[config.mk]
export PLATFORM = sky130hd
export DESIGN_NAME = id_ex_stage
export DESIGN_NICKNAME = d
export VERILOG_FILES = /design/src/rtl/id_ex_stage_pkg.sv /design/src/rtl/id_ex_stage_hazard_detect.sv /design/src/rtl/id_ex_stage.sv
export SDC_FILE = /design/constraint.sdc
export NUM_CORES = 1
export LEC_CHECK = 0
export ABC_AREA = 1
export CAP_MARGIN = 20
export CELL_PAD_IN_SITES_DETAIL_PLACEMENT = 1
export CELL_PAD_IN_SITES_GLOBAL_PLACEMENT = 1
export CORE_MARGIN = 2
export CORE_UTILIZATION = 32
export CTS_BUF_LIST = sky130_fd_sc_hd__clkbuf_4
export DETAILED_ROUTE_END_ITERATION = 10
export PLACE_DENSITY = 0.91
export SLEW_MARGIN = 20
export SYNTH_ARGS = -nofsm -noshare
export SYNTH_HDL_FRONTEND = slang
export SYNTH_HIERARCHICAL = 1
export SYNTH_SLANG_ARGS = --single-unit
[constraint.sdc]
create_clock -name clk -period 17 [get_ports clk]
set_clock_uncertainty 0.1 [all_clocks]
set_input_delay 5.1 -clock clk [delete_from_list [all_inputs] [get_ports clk]]
set_output_delay 5.1 -clock clk [all_outputs]
set_load 0.03 [all_outputs]
[src/rtl/id_ex_stage_pkg.sv]
// Control-bundle widths, bit positions and ALUControl encodings shared by decoder, ID/EX and ALU.
// Pure declarations: no latency, no flow control.
package id_ex_stage_pkg;

  localparam int WB_W = 2;
  localparam int M_W  = 2;
  localparam int EX_W = 6;

  localparam int M_MEMREAD   = 1;
  localparam int M_MEMWRITE  = 0;
  localparam int WB_REGWRITE = 1;

  typedef enum logic [3:0] {
    ALU_AND = 4'h0,
    ALU_OR  = 4'h1,
    ALU_ADD = 4'h2,
    ALU_SUB = 4'h6,
    ALU_SLT = 4'h7,
    ALU_NOR = 4'hc
  } alu_ctrl_e;

  typedef struct packed {
    logic [WB_W-1:0] wb;
    logic [M_W-1:0]  m;
    logic [EX_W-1:0] ex;
  } ctrl_t;

endpackage

[src/rtl/id_ex_stage_hazard_detect.sv]
// Load-use detector: a load in EX whose nonzero rt matches either ID source register.
// Combinational, zero latency; result feeds the stall and bubble logic.
module hazard_detect #(
  parameter int REG_AW = 5
) (
  input  logic              ex_valid,
  input  logic              ex_memread,
  input  logic [REG_AW-1:0] ex_rt,
  input  logic [REG_AW-1:0] id_rs,
  input  logic [REG_AW-1:0] id_rt,
  output logic              load_use
);

  // rt is compared even when the ID instruction does not read it; an extra stall is harmless
  assign load_use = ex_valid & ex_memread & (ex_rt != '0) &
                    ((ex_rt == id_rs) | (ex_rt == id_rt));

endmodule

[src/rtl/id_ex_stage.sv]
// ID/EX pipeline register with load-use bubble insertion and flush; one-cycle latency ID -> EX.
// hold_i freezes everything; stall_o (combinational) asks PC and IF/ID to freeze for one cycle.
module id_ex_stage
  import id_ex_stage_pkg::*;
#(
  parameter int DATA_W = 32,
  parameter int REG_AW = 5,
  parameter int CNT_W  = 16
) (
  input  logic              clk,
  input  logic              rst,
  input  logic              hold_i,
  input  logic              flush_i,
  input  logic [WB_W-1:0]   id_wb_i,
  input  logic [M_W-1:0]    id_m_i,
  input  logic [EX_W-1:0]   id_ex_i,
  input  logic [DATA_W-1:0] id_pc4_i,
  input  logic [DATA_W-1:0] id_rs_data_i,
  input  logic [DATA_W-1:0] id_rt_data_i,
  input  logic [DATA_W-1:0] id_imm_i,
  input  logic [REG_AW-1:0] id_rs_i,
  input  logic [REG_AW-1:0] id_rt_i,
  input  logic [REG_AW-1:0] id_rd_i,
  input  logic [REG_AW-1:0] id_shamt_i,
  output logic              ex_valid_o,
  output logic [WB_W-1:0]   ex_wb_o,
  output logic [M_W-1:0]    ex_m_o,
  output logic [EX_W-1:0]   ex_ex_o,
  output logic [DATA_W-1:0] ex_pc4_o,
  output logic [DATA_W-1:0] ex_rs_data_o,
  output logic [DATA_W-1:0] ex_rt_data_o,
  output logic [DATA_W-1:0] ex_imm_o,
  output logic [REG_AW-1:0] ex_rs_o,
  output logic [REG_AW-1:0] ex_rt_o,
  output logic [REG_AW-1:0] ex_rd_o,
  output logic [REG_AW-1:0] ex_shamt_o,
  output logic              stall_o,
  output logic [CNT_W-1:0]  bubble_cnt_o
);

  ctrl_t ctrl_q;
  logic  load_use;
  logic  bubble;

  hazard_detect #(.REG_AW(REG_AW)) u_hazard (
    .ex_valid   (ex_valid_o),
    .ex_memread (ctrl_q.m[M_MEMREAD]),
    .ex_rt      (ex_rt_o),
    .id_rs      (id_rs_i),
    .id_rt      (id_rt_i),
    .load_use   (load_use)
  );

  // A flush already creates the bubble, so the stall is dropped to avoid a second one
  assign stall_o = load_use & ~flush_i;
  assign bubble  = flush_i | load_use;

  assign ex_wb_o = ctrl_q.wb;
  assign ex_m_o  = ctrl_q.m;
  assign ex_ex_o = ctrl_q.ex;

  always_ff @(posedge clk or posedge rst) begin
    if (rst) begin
      ex_valid_o   <= 1'b0;
      ctrl_q       <= '0;
      ex_pc4_o     <= '0;
      ex_rs_data_o <= '0;
      ex_rt_data_o <= '0;
      ex_imm_o     <= '0;
      ex_rs_o      <= '0;
      ex_rt_o      <= '0;
      ex_rd_o      <= '0;
      ex_shamt_o   <= '0;
      bubble_cnt_o <= '0;
    end else if (!hold_i) begin
      ex_pc4_o     <= id_pc4_i;
      ex_rs_data_o <= id_rs_data_i;
      ex_rt_data_o <= id_rt_data_i;
      ex_imm_o     <= id_imm_i;
      ex_rs_o      <= id_rs_i;
      ex_rt_o      <= id_rt_i;
      ex_rd_o      <= id_rd_i;
      ex_shamt_o   <= id_shamt_i;
      if (bubble) begin
        ex_valid_o <= 1'b0;
        ctrl_q     <= '0;
        if (bubble_cnt_o != '1)
          bubble_cnt_o <= bubble_cnt_o + 1'b1;
      end else begin
        ex_valid_o <= 1'b1;
        ctrl_q     <= '{wb: id_wb_i, m: id_m_i, ex: id_ex_i};
      end
    end
  end

endmodule

==> results.md, run 1 <==
CTS:
- The insertion delay to the later sink of the worst-skew pair is 0.56 ns.
- Clock tree synthesis found a total of between 150 and 200 sinks.
- For this design, the CTS-stage hold fixing added 0 buffers.
- The number of setup buffers added after CTS is 0.
- The total of cells resized after clock tree synthesis is 0.
- The number of buffers on the longest clock path is 2.
- The number of clock buffers added by TritonCTS is 17.
- The root buffer selected by CTS is sky130_fd_sc_hd__clkbuf_4.
- In this run the number of H-tree levels came out at 4.
- TritonCTS built the clock tree.
- The clock input transition at the sequential cells of the worst setup and hold paths is ~0.14 ns.

Yosys:
- The cell area after synthesis is between 7000 and 8000 um^2.
- The count of state elements after synthesis is 175.
- Dividing the synthesized area by the synthesized cell count gives a little over 8 um^2.
- The number of nets in the synthesized netlist is around 1,000.
- The Yosys step of the flow raised 6 warnings.
- The portion of the post-synthesis area used by sequential elements is 60.25%.
- After technology mapping, the gate count stands at ~880.
- The number of library cell types mapped by synthesis is 26.

Timing:
- Across all hold checks on the routed design, the worst slack comes to 0.3976 ns.
- The slew at the pin closest to its max-slew limit is slightly above 1 ns.
- The number of hold violations in the final report is 0.
- Setup repair after global routing left no endpoint under its margin.
- The relative max-transition margin is around 33%.
- Setup total negative slack on the finished layout was measured at 0 ns.
- Derived from the worst setup path, the maximum achievable clock frequency is roughly 81 MHz.
- The count of endpoints failing setup in the final report is 0.
- The number of slew-limit violations in the final report is 0.
- The routed design could run at a clock period as short as 12.33 ns.
- The share of the cycle needed by the critical path after routing is 72.52%.

Routing:
- The overall routed net length is between 20,000 and 30,000 um.
- In this run, the number of DRC markers left after iteration 0 of detailed routing was around 320.
- The number of search-and-repair iterations in the first detailed-routing pass is 4.
- The total vias in the final route is 7,021.
- The post-route DRC violation count is 0.
- The number of routed nets with antenna violations is 0.
- Dividing the detail-routed via count by the number of cells gives around 4.7.
- Dividing the detail-routed wire length by the instance count gives between 15 and 20 um.

Cells and area:
- Excluding fillers, the count of instances in the completed layout stands at approximately 1,500.
- The most common library cell in the layout ignoring fill and taps is sky130_fd_sc_hd__nand2_1.
- In the layout the commonest cells are sky130_fd_sc_hd__nand2_1, sky130_fd_sc_hd__clkdlybuf4s50_1, sky130_fd_sc_hd__dfrtp_1, sky130_fd_sc_hd__nor2_1.
- In the final layout, the share of cells above drive strength 1 is 5.858%.
- The relative area change from synthesis to final layout is 53.59%.
- The number of nets in the finished design is roughly 1,400.

Global route:
- Across every metal layer, demand over resource in global routing totals around 22%.
- The total global routing overflow is 0.
- The first global-routing pass estimated around 40,000 um of wire.
- The number of global-route vias before repair is about 7,700.
- The largest net degree at the start of global routing is 108.
- The number of antenna violations at the first check in global routing came to 1.

Min path:
- The worst hold path cell count is 2.
- The capture endpoint of the worst hold path is ex_ex_o[4].
- The path class of the lowest-slack min-delay path is reg -> reg.
- The critical hold path startpoint is ex_ex_o[4].

Setup path:
- The category of the most critical setup path is in -> out.
- The slowest stage of the critical path is the sky130_fd_sc_hd__clkdlybuf4s50_1 cell.
- The worst setup path is launched from a primary input.
- The type of destination of the critical path is an output port.
- Along the worst path, the maximum fanout reaches 3.
- The beginning of the worst register-to-register path is ex_rt_o[1].
- The required time reported for the critical path endpoint is around 12 ns.
- Walking the worst path, the cells encountered are clkdlybuf4s50_1 -> inv_1 -> nand2_1 -> nand2_1 -> nor2_1 -> nand3_1 -> a21oi_2 -> inv_1 -> nor2_1 -> clkdlybuf4s50_1.
- The largest single stage delay on the critical path is around 0.67 ns.
- The capture instance of the worst register-to-register path is bubble_cnt_o[14].
- The worst-case register-to-register setup slack is about 15 ns.
- The number of cells on the worst reg-to-reg path is 14.
- Data on the critical path arrives at its endpoint at between 7 and 8 ns.

Pwr:
- The worst-case vdd ir drop is approximately 0.045 mV.
- Dividing total power by cell area gives a power density of between 90 and 100 nW/um^2.
- The sequential power share is between 40% and 50%.
- The share of total power consumed by net switching is between 30 and 40%.
- The internal power component is between 600 and 700 uW.
- The clock share of power is around a quarter.
- For this design the total switching power over the nets is 373.6 uW.
- For this design the static power due to leakage is about 0.0055 uW.
- Combinational cells account for roughly 28% of the total power.

Floorplanning:
- The horizontal extent of the die is 154.7 um.
- The area enclosed by the die boundary is roughly 24,000 um^2.
- The region available for standard cell placement spans ~22,000 um^2.
- around 340 I/O pins were placed.
- Once the floorplan was initialized, standard cells occupied between 30% and 40% of the core.
- The die is 154.7 um tall.
- The number of cell rows is 55.

Placed design:
- The number of port buffers is between 300 and 400.
- The final weighted congestion in routability-driven placement is between 0.7 and 0.8.
- After detailed placement, the design holds a cell count of 1,465.
- The HPWL after detailed placement is about 19,000 um.

Status:
- The run finished with clean final reports.

Job:
- The count of max-cap constraint violations is 0.
-- worst max-delay path: cells and delay by family --
kind                   cells  cell delay, ns
AO/OA/AOI/OAI              1            0.27
buffers and inverters      4            1.30
AND/OR/NAND/NOR            5            0.46
-- worst max path at each step --
stage	start	to	slack (ns)	depth (start not counted)
floorplan	id_rs_i[1]	stall_o	5.76	6
global placement	id_rt_i[1]	stall_o	4.75	10
detailed placement	id_rt_i[1]	stall_o	4.69	10
CTS	id_rt_i[1]	stall_o	4.68	10
global route	id_rt_i[1]	stall_o	4.55	10
finish	id_rt_i[1]	stall_o	4.67	10
-- per-layer routing --
layer,vias to the layer above,track usage (%),wire length (um)
met1,3465,23.52,9738
met2,227,38.97,13440
met5,-,0,0
met3,28,8.013,2123
met4,0,6.526,482
li1,3301,-,-
-- metrics by stage --
stage	worst slack (ns)	total power, uW	area (um^2)	util, %
final	4.671	1034	11160	49.76
after global routing	4.552	1086	11160	49.76
after CTS	4.684	1049	11160	49.74
after detailed placement	4.685	792.6	10860	48.42
after global placement	4.749	780.9	10860	48.42
after floorplan	5.756	638.3	7268	-
-- layout make-up --
class | instances | area [um^2]
Clock inverter | 15 | 168.9
Sequential cell | 175 | 4379
Timing Repair Buffer | 341 | 3401
Antenna cell | 2 | 5.005
Clock buffer | 17 | 127.6
Inverter | 32 | 127.6
Tap cell | 285 | 356.6
Fill cell | 2633 | 11270
Multi-Input combinational cell | 632 | 2597
-- power groups by stage --
stage,sequential (uW),clock (uW),combinational [uW]
finish,490,251,293
global route,495,278,313
CTS,490,263,297
detailed placement,497,0,296
global placement,493,0,287
floorplan,571,0,67.0
-- cells by family (layout without fill, tap and decap cells) --
logic type / Yosys count / after routing / synth area share, %
flops: 175 / 175 / 60.25
fa+ha+maj: 1 / 1 / 0.1721
other cells: 0 / 2 / 0
xor+xnor: 4 / 4 / 0.4821
buf+inv: 69 / 405 / 4.011
simple gates: 615 / 615 / 33.90
compound gates: 12 / 12 / 1.188
-- state kept, by name, indices dropped and copies added (netlist names) --
signal        count
ex_rd_o           5
ex_ex_o           6
ex_rs_o           5
bubble_cnt_o     16
ex_rt_data_o     32
ex_imm_o         32
ex_pc4_o         32
ex_rt_o           5
ex_shamt_o        5
ex_m_o            2
ex_rs_data_o     32
ex_wb_o           2
ex_valid_o        1
-- synth_stat cells --
master	n	area, um^2
sky130_fd_sc_hd__buf_2	20	100.1
sky130_fd_sc_hd__nand2_2	10	62.56
sky130_fd_sc_hd__nor2_1	27	101.4
sky130_fd_sc_hd__nand2_1	530	1989
sky130_fd_sc_hd__xor2_1	1	8.760
sky130_fd_sc_hd__nor2_2	5	31.28
sky130_fd_sc_hd__nor2_8	1	20.02
sky130_fd_sc_hd__inv_1	25	93.84
sky130_fd_sc_hd__o21ai_2	6	52.55
sky130_fd_sc_hd__clkinv_1	1	3.750
sky130_fd_sc_hd__buf_1	3	11.26
sky130_fd_sc_hd__inv_2	6	22.52
sky130_fd_sc_hd__xnor2_1	3	26.28
sky130_fd_sc_hd__o21ai_1	2	10.01
sky130_fd_sc_hd__ha_1	1	12.51
sky130_fd_sc_hd__nand2_4	2	22.52
sky130_fd_sc_hd__dfrtp_1	175	4379
sky130_fd_sc_hd__nor3_1	2	10.01
sky130_fd_sc_hd__clkbuf_1	13	48.80
sky130_fd_sc_hd__nand3b_1	3	22.52
sky130_fd_sc_hd__nor2_4	3	33.78
sky130_fd_sc_hd__buf_6	1	11.26
sky130_fd_sc_hd__o21ai_0	3	15.01
sky130_fd_sc_hd__a21oi_2	1	8.760
sky130_fd_sc_hd__nand4_1	8	50.05
sky130_fd_sc_hd__nand3_1	24	120.1
Note: power is estimated with default switching activity, not from simulation.
==> inputs of run 2 (changes only) <==
--- a/config.mk
+++ b/config.mk
@@ -10,10 +10,10 @@
 export CELL_PAD_IN_SITES_DETAIL_PLACEMENT = 1
 export CELL_PAD_IN_SITES_GLOBAL_PLACEMENT = 1
 export CORE_MARGIN = 2
-export CORE_UTILIZATION = 32
+export CORE_UTILIZATION = 27
 export CTS_BUF_LIST = sky130_fd_sc_hd__clkbuf_4
 export DETAILED_ROUTE_END_ITERATION = 10
-export PLACE_DENSITY = 0.91
+export PLACE_DENSITY = 0.82
 export SLEW_MARGIN = 20
 export SYNTH_ARGS = -nofsm -noshare
 export SYNTH_HDL_FRONTEND = slang
==> constraint.sdc (replaced) <==
create_clock -name clk -period 11.09 [get_ports clk]
set_clock_uncertainty 0.1 [all_clocks]
set_input_delay 3.327 -clock clk [delete_from_list [all_inputs] [get_ports clk]]
set_output_delay 3.327 -clock clk [all_outputs]
set_load 0.03 [all_outputs]
==> run 2 against run 1 <==
Global-route usage is 3.9 points lower. Die area increased by 18%. Largest power group unchanged. Combinational power increased by 52%. Hold slack got worse by 0.00053 ns. First-iteration DRC count grew 9.4%. Critical endpoint unchanged.
==> results.md, run 2 (synthesis results as in run 1) <==
Global route:
- The number of global-route vias before repair is 7,442 (-2.8%).
- The number of antenna violations at the first check in global routing came to 1 (unchanged).
- The global-route wire length before repair came to 39,610 um (-2.0%).
- The global-route usage over all layers is 17.68% (-3.9 points).
- The total global routing overflow came to 0 (unchanged).
- The largest net degree at the start of global routing is 88 (-19%).

Setup path:
- STA classifies the critical path endpoint as an output port.
- The largest driver fanout on the critical path is 3 (unchanged).
- The required time reported for the critical path endpoint is 7.66 ns (-4.14 ns).
- The category of the most critical setup path is in -> out.
- The critical path arrival is 5.24 ns (-1.89 ns).
- The cell depth of the worst flop-to-flop path is 14 (unchanged).
- The worst register-to-register path ends at bubble_cnt_o[12].
- In this run the critical register-to-register path is launched from ex_rt_o[0].
- The worst setup path is launched from a primary input.
- The worst-case register-to-register setup slack is 8.65 ns (-5.94 ns).

Placed design:
- The number of port buffers is 337 (unchanged).
- The placed cell area is 10,940 um^2 (+0.71%).
- The post-place setup slack came to 2.430 ns (-2.255 ns).
- The detailed placer's ending HPWL is 17,920 um (-6.4%).
- The final weighted congestion in routability-driven placement is 0.7595 (-4.5%).

Cells and area:
- Leaving out fill and tap cells, the most frequent cells in the layout are sky130_fd_sc_hd__nand2_1, sky130_fd_sc_hd__clkdlybuf4s50_1, sky130_fd_sc_hd__dfrtp_1, sky130_fd_sc_hd__nor2_1.
- The cell area after layout was 11,230 um^2 (+0.56%).
- The post-layout utilization of the core came to 42.00% (-7.8 points).
- Leaving out fill and tap cells, the most frequent cell in the layout is sky130_fd_sc_hd__nand2_1.
- The number of nets in the finished design is 1,363 (+0.073%).
- The relative area change from synthesis to final layout is 54.45%.
- The share of final-layout standard cells stronger than drive strength 1 was 6.018% (+0.16 points).

CTS:
- The clock input transition at the sequential cells of the worst setup and hold paths is 0.16 ns (+0.02 ns).
- The number of buffers on the longest clock path was 2 (unchanged).
- The number of setup buffers added after CTS was 0 (unchanged).
- The number of sinks handled by clock tree synthesis came to 175 (unchanged).
- The number of buffers added by the clock tree synthesis step was 17 (unchanged).
- The insertion delay to the later sink of the worst-skew pair is 0.55 ns (about the same).
- TritonCTS built the clock tree.
- The quantity of hold-fixing buffers added after cts is 0 (unchanged).
- The total of cells resized after clock tree synthesis is 0 (unchanged).
- The maximum level of the CTS H-tree is 4 (unchanged).
- The root buffer selected by CTS is sky130_fd_sc_hd__clkbuf_4.

Routing:
- The overall routed net length is 24,840 um (-3.7%).
- The violation count after the first detailed-route iteration is 348 (+9.4%).
- The number of search-and-repair iterations in the first detailed-routing pass is 4 (unchanged).
- The post-route DRC violation count is 0 (unchanged).
- The number of routed nets with antenna violations was 0 (unchanged).
- The total vias in the final route came to 6,914 (-1.5%).
- The detail-routed via count per cell is 4.446 (-5.1%).
- The wire length per cell came to 15.97 um (-7.1%).

Pwr:
- The relative contribution of combinational cells to total power came to 28.5% (+0.2 points).
- The total power density per cell area is 139.2 nW/um^2 (+50%).
- The sequential power share is 47.8% (+0.5 points).
- The worst-case vdd ir drop is 0.06849 mV (+52%).
- The clock share of power was 23.6% (-0.7 points).
- The internal power component is 993.8 uW (+50%).
- The share of total power consumed by net switching was 36.40% (+0.28 points).
- The leakage component of the power was 0.005459 uW (about the same).
- The switching power of the nets came to 568.7 uW (+52%).

Min path:
- The worst hold path terminates at ex_pc4_o[26].
- The tightest min-delay check is of the reg -> reg type.
- The startpoint identified for the worst hold timing path is ex_pc4_o[26].
- The worst hold path cell count was 2 (unchanged).

Timing:
- The relative max-transition margin is 35.86% (+3.2 points).
- The total negative slack for setup checks is 0 ns (unchanged).
- The worst setup slack after layout came to 2.426 ns (-2.245 ns).
- The minimum period implied by the final worst setup slack is ~8.7 ns.
- The count of endpoints failing setup in the final report was 0 (unchanged).
- The number of hold violations in the final report is 0 (unchanged).
- After layout, the worst path uses 78.13% of the clock period.
- The slew at the pin closest to its max-slew limit was 0.9621 ns (-0.04839 ns).
- The number of slew-limit violations in the final report came to 0 (unchanged).
- Timing would allow up to about 120 MHz.
- Setup repair after global routing left no endpoint under its margin.

Floorplanning:
- The floorplan core area is 26,730 um^2 (+19%).
- The floorplan die height is 168.1 um (+8.6%).
- The area enclosed by the die boundary was 28,250 um^2 (+18%).
- The count of boundary I/O pins came to 338 (unchanged).
- The number of cell rows is 60 (+9.1%).
- The horizontal extent of the die is 168.1 um (+8.6%).
- The effective utilization at floorplan is 27.20% (-5.2 points).

Job:
- The count of max-cap constraint violations is 0 (unchanged).

Status:
- The flow ran to the end, and the final reports show no timing, DRC or antenna violations.
[run 2: worst max-delay path: stages]
cell                              delay [ns]
sky130_fd_sc_hd__clkdlybuf4s50_1        0.50
sky130_fd_sc_hd__inv_1                  0.06
sky130_fd_sc_hd__nand2_1                0.07
sky130_fd_sc_hd__nand2_1                0.05
sky130_fd_sc_hd__nor2_1                 0.12
sky130_fd_sc_hd__nand3_1                0.10
sky130_fd_sc_hd__a21oi_2                0.21
sky130_fd_sc_hd__inv_1                  0.06
sky130_fd_sc_hd__nor2_1                 0.08
sky130_fd_sc_hd__clkdlybuf4s50_1        0.67
[run 2: area by class of cell]
class                      instances  area (um^2)
antenna                            1        2.502
clock buffer                      18        135.1
clock inverter                    14        148.9
fill                            3154        15500
inverter                          32        127.6
multi-input combinational        632         2597
sequential                       175         4379
tap                              341        426.7
timing repair buffer             342         3408
[run 2: metal layers]
metal	routed length [um]	global-route usage, %
met5	0	0
met1	10220	20.78
met2	11980	29.88
met4	521	5.322
met3	2106	7.029
[run 2: power by group through the flow]
stage / Combinational [uW] / Sequential, uW / Clock (uW)
after CTS: 453 / 749 / 393
after global placement: 444 / 757 / 0
after floorplan: 103 / 876 / 0
final: 446 / 748 / 369
after detailed placement: 451 / 759 / 0
after global routing: 477 / 758 / 417
[run 2: worst max-delay path by stage]
stage                from              end  slack [ns]  cells after the start
6_report       id_rt_i[1]          stall_o        2.43                     10
5_1_grt        id_rs_i[0]          stall_o        2.29                     10
4_1_cts        id_rt_i[1]          stall_o        2.43                     10
3_5_place_dp   id_rt_i[1]          stall_o        2.43                     10
3_3_place_gp   id_rt_i[0]          stall_o        2.46                     10
2_1_floorplan         rst  bubble_cnt_o[0]        2.92                      1
[run 2: metrics by stage]
step | total power [uW] | instances | hold slack (ns)
finish | 1563 | 1555 | 0.3970
global route | 1652 | 1555 | 0.4201
CTS | 1595 | 1554 | 0.4028
detailed placement | 1211 | 1522 | 0.3651
global placement | 1200 | 1522 | 0.3590
floorplan | 978.5 | 876 | 0.5468
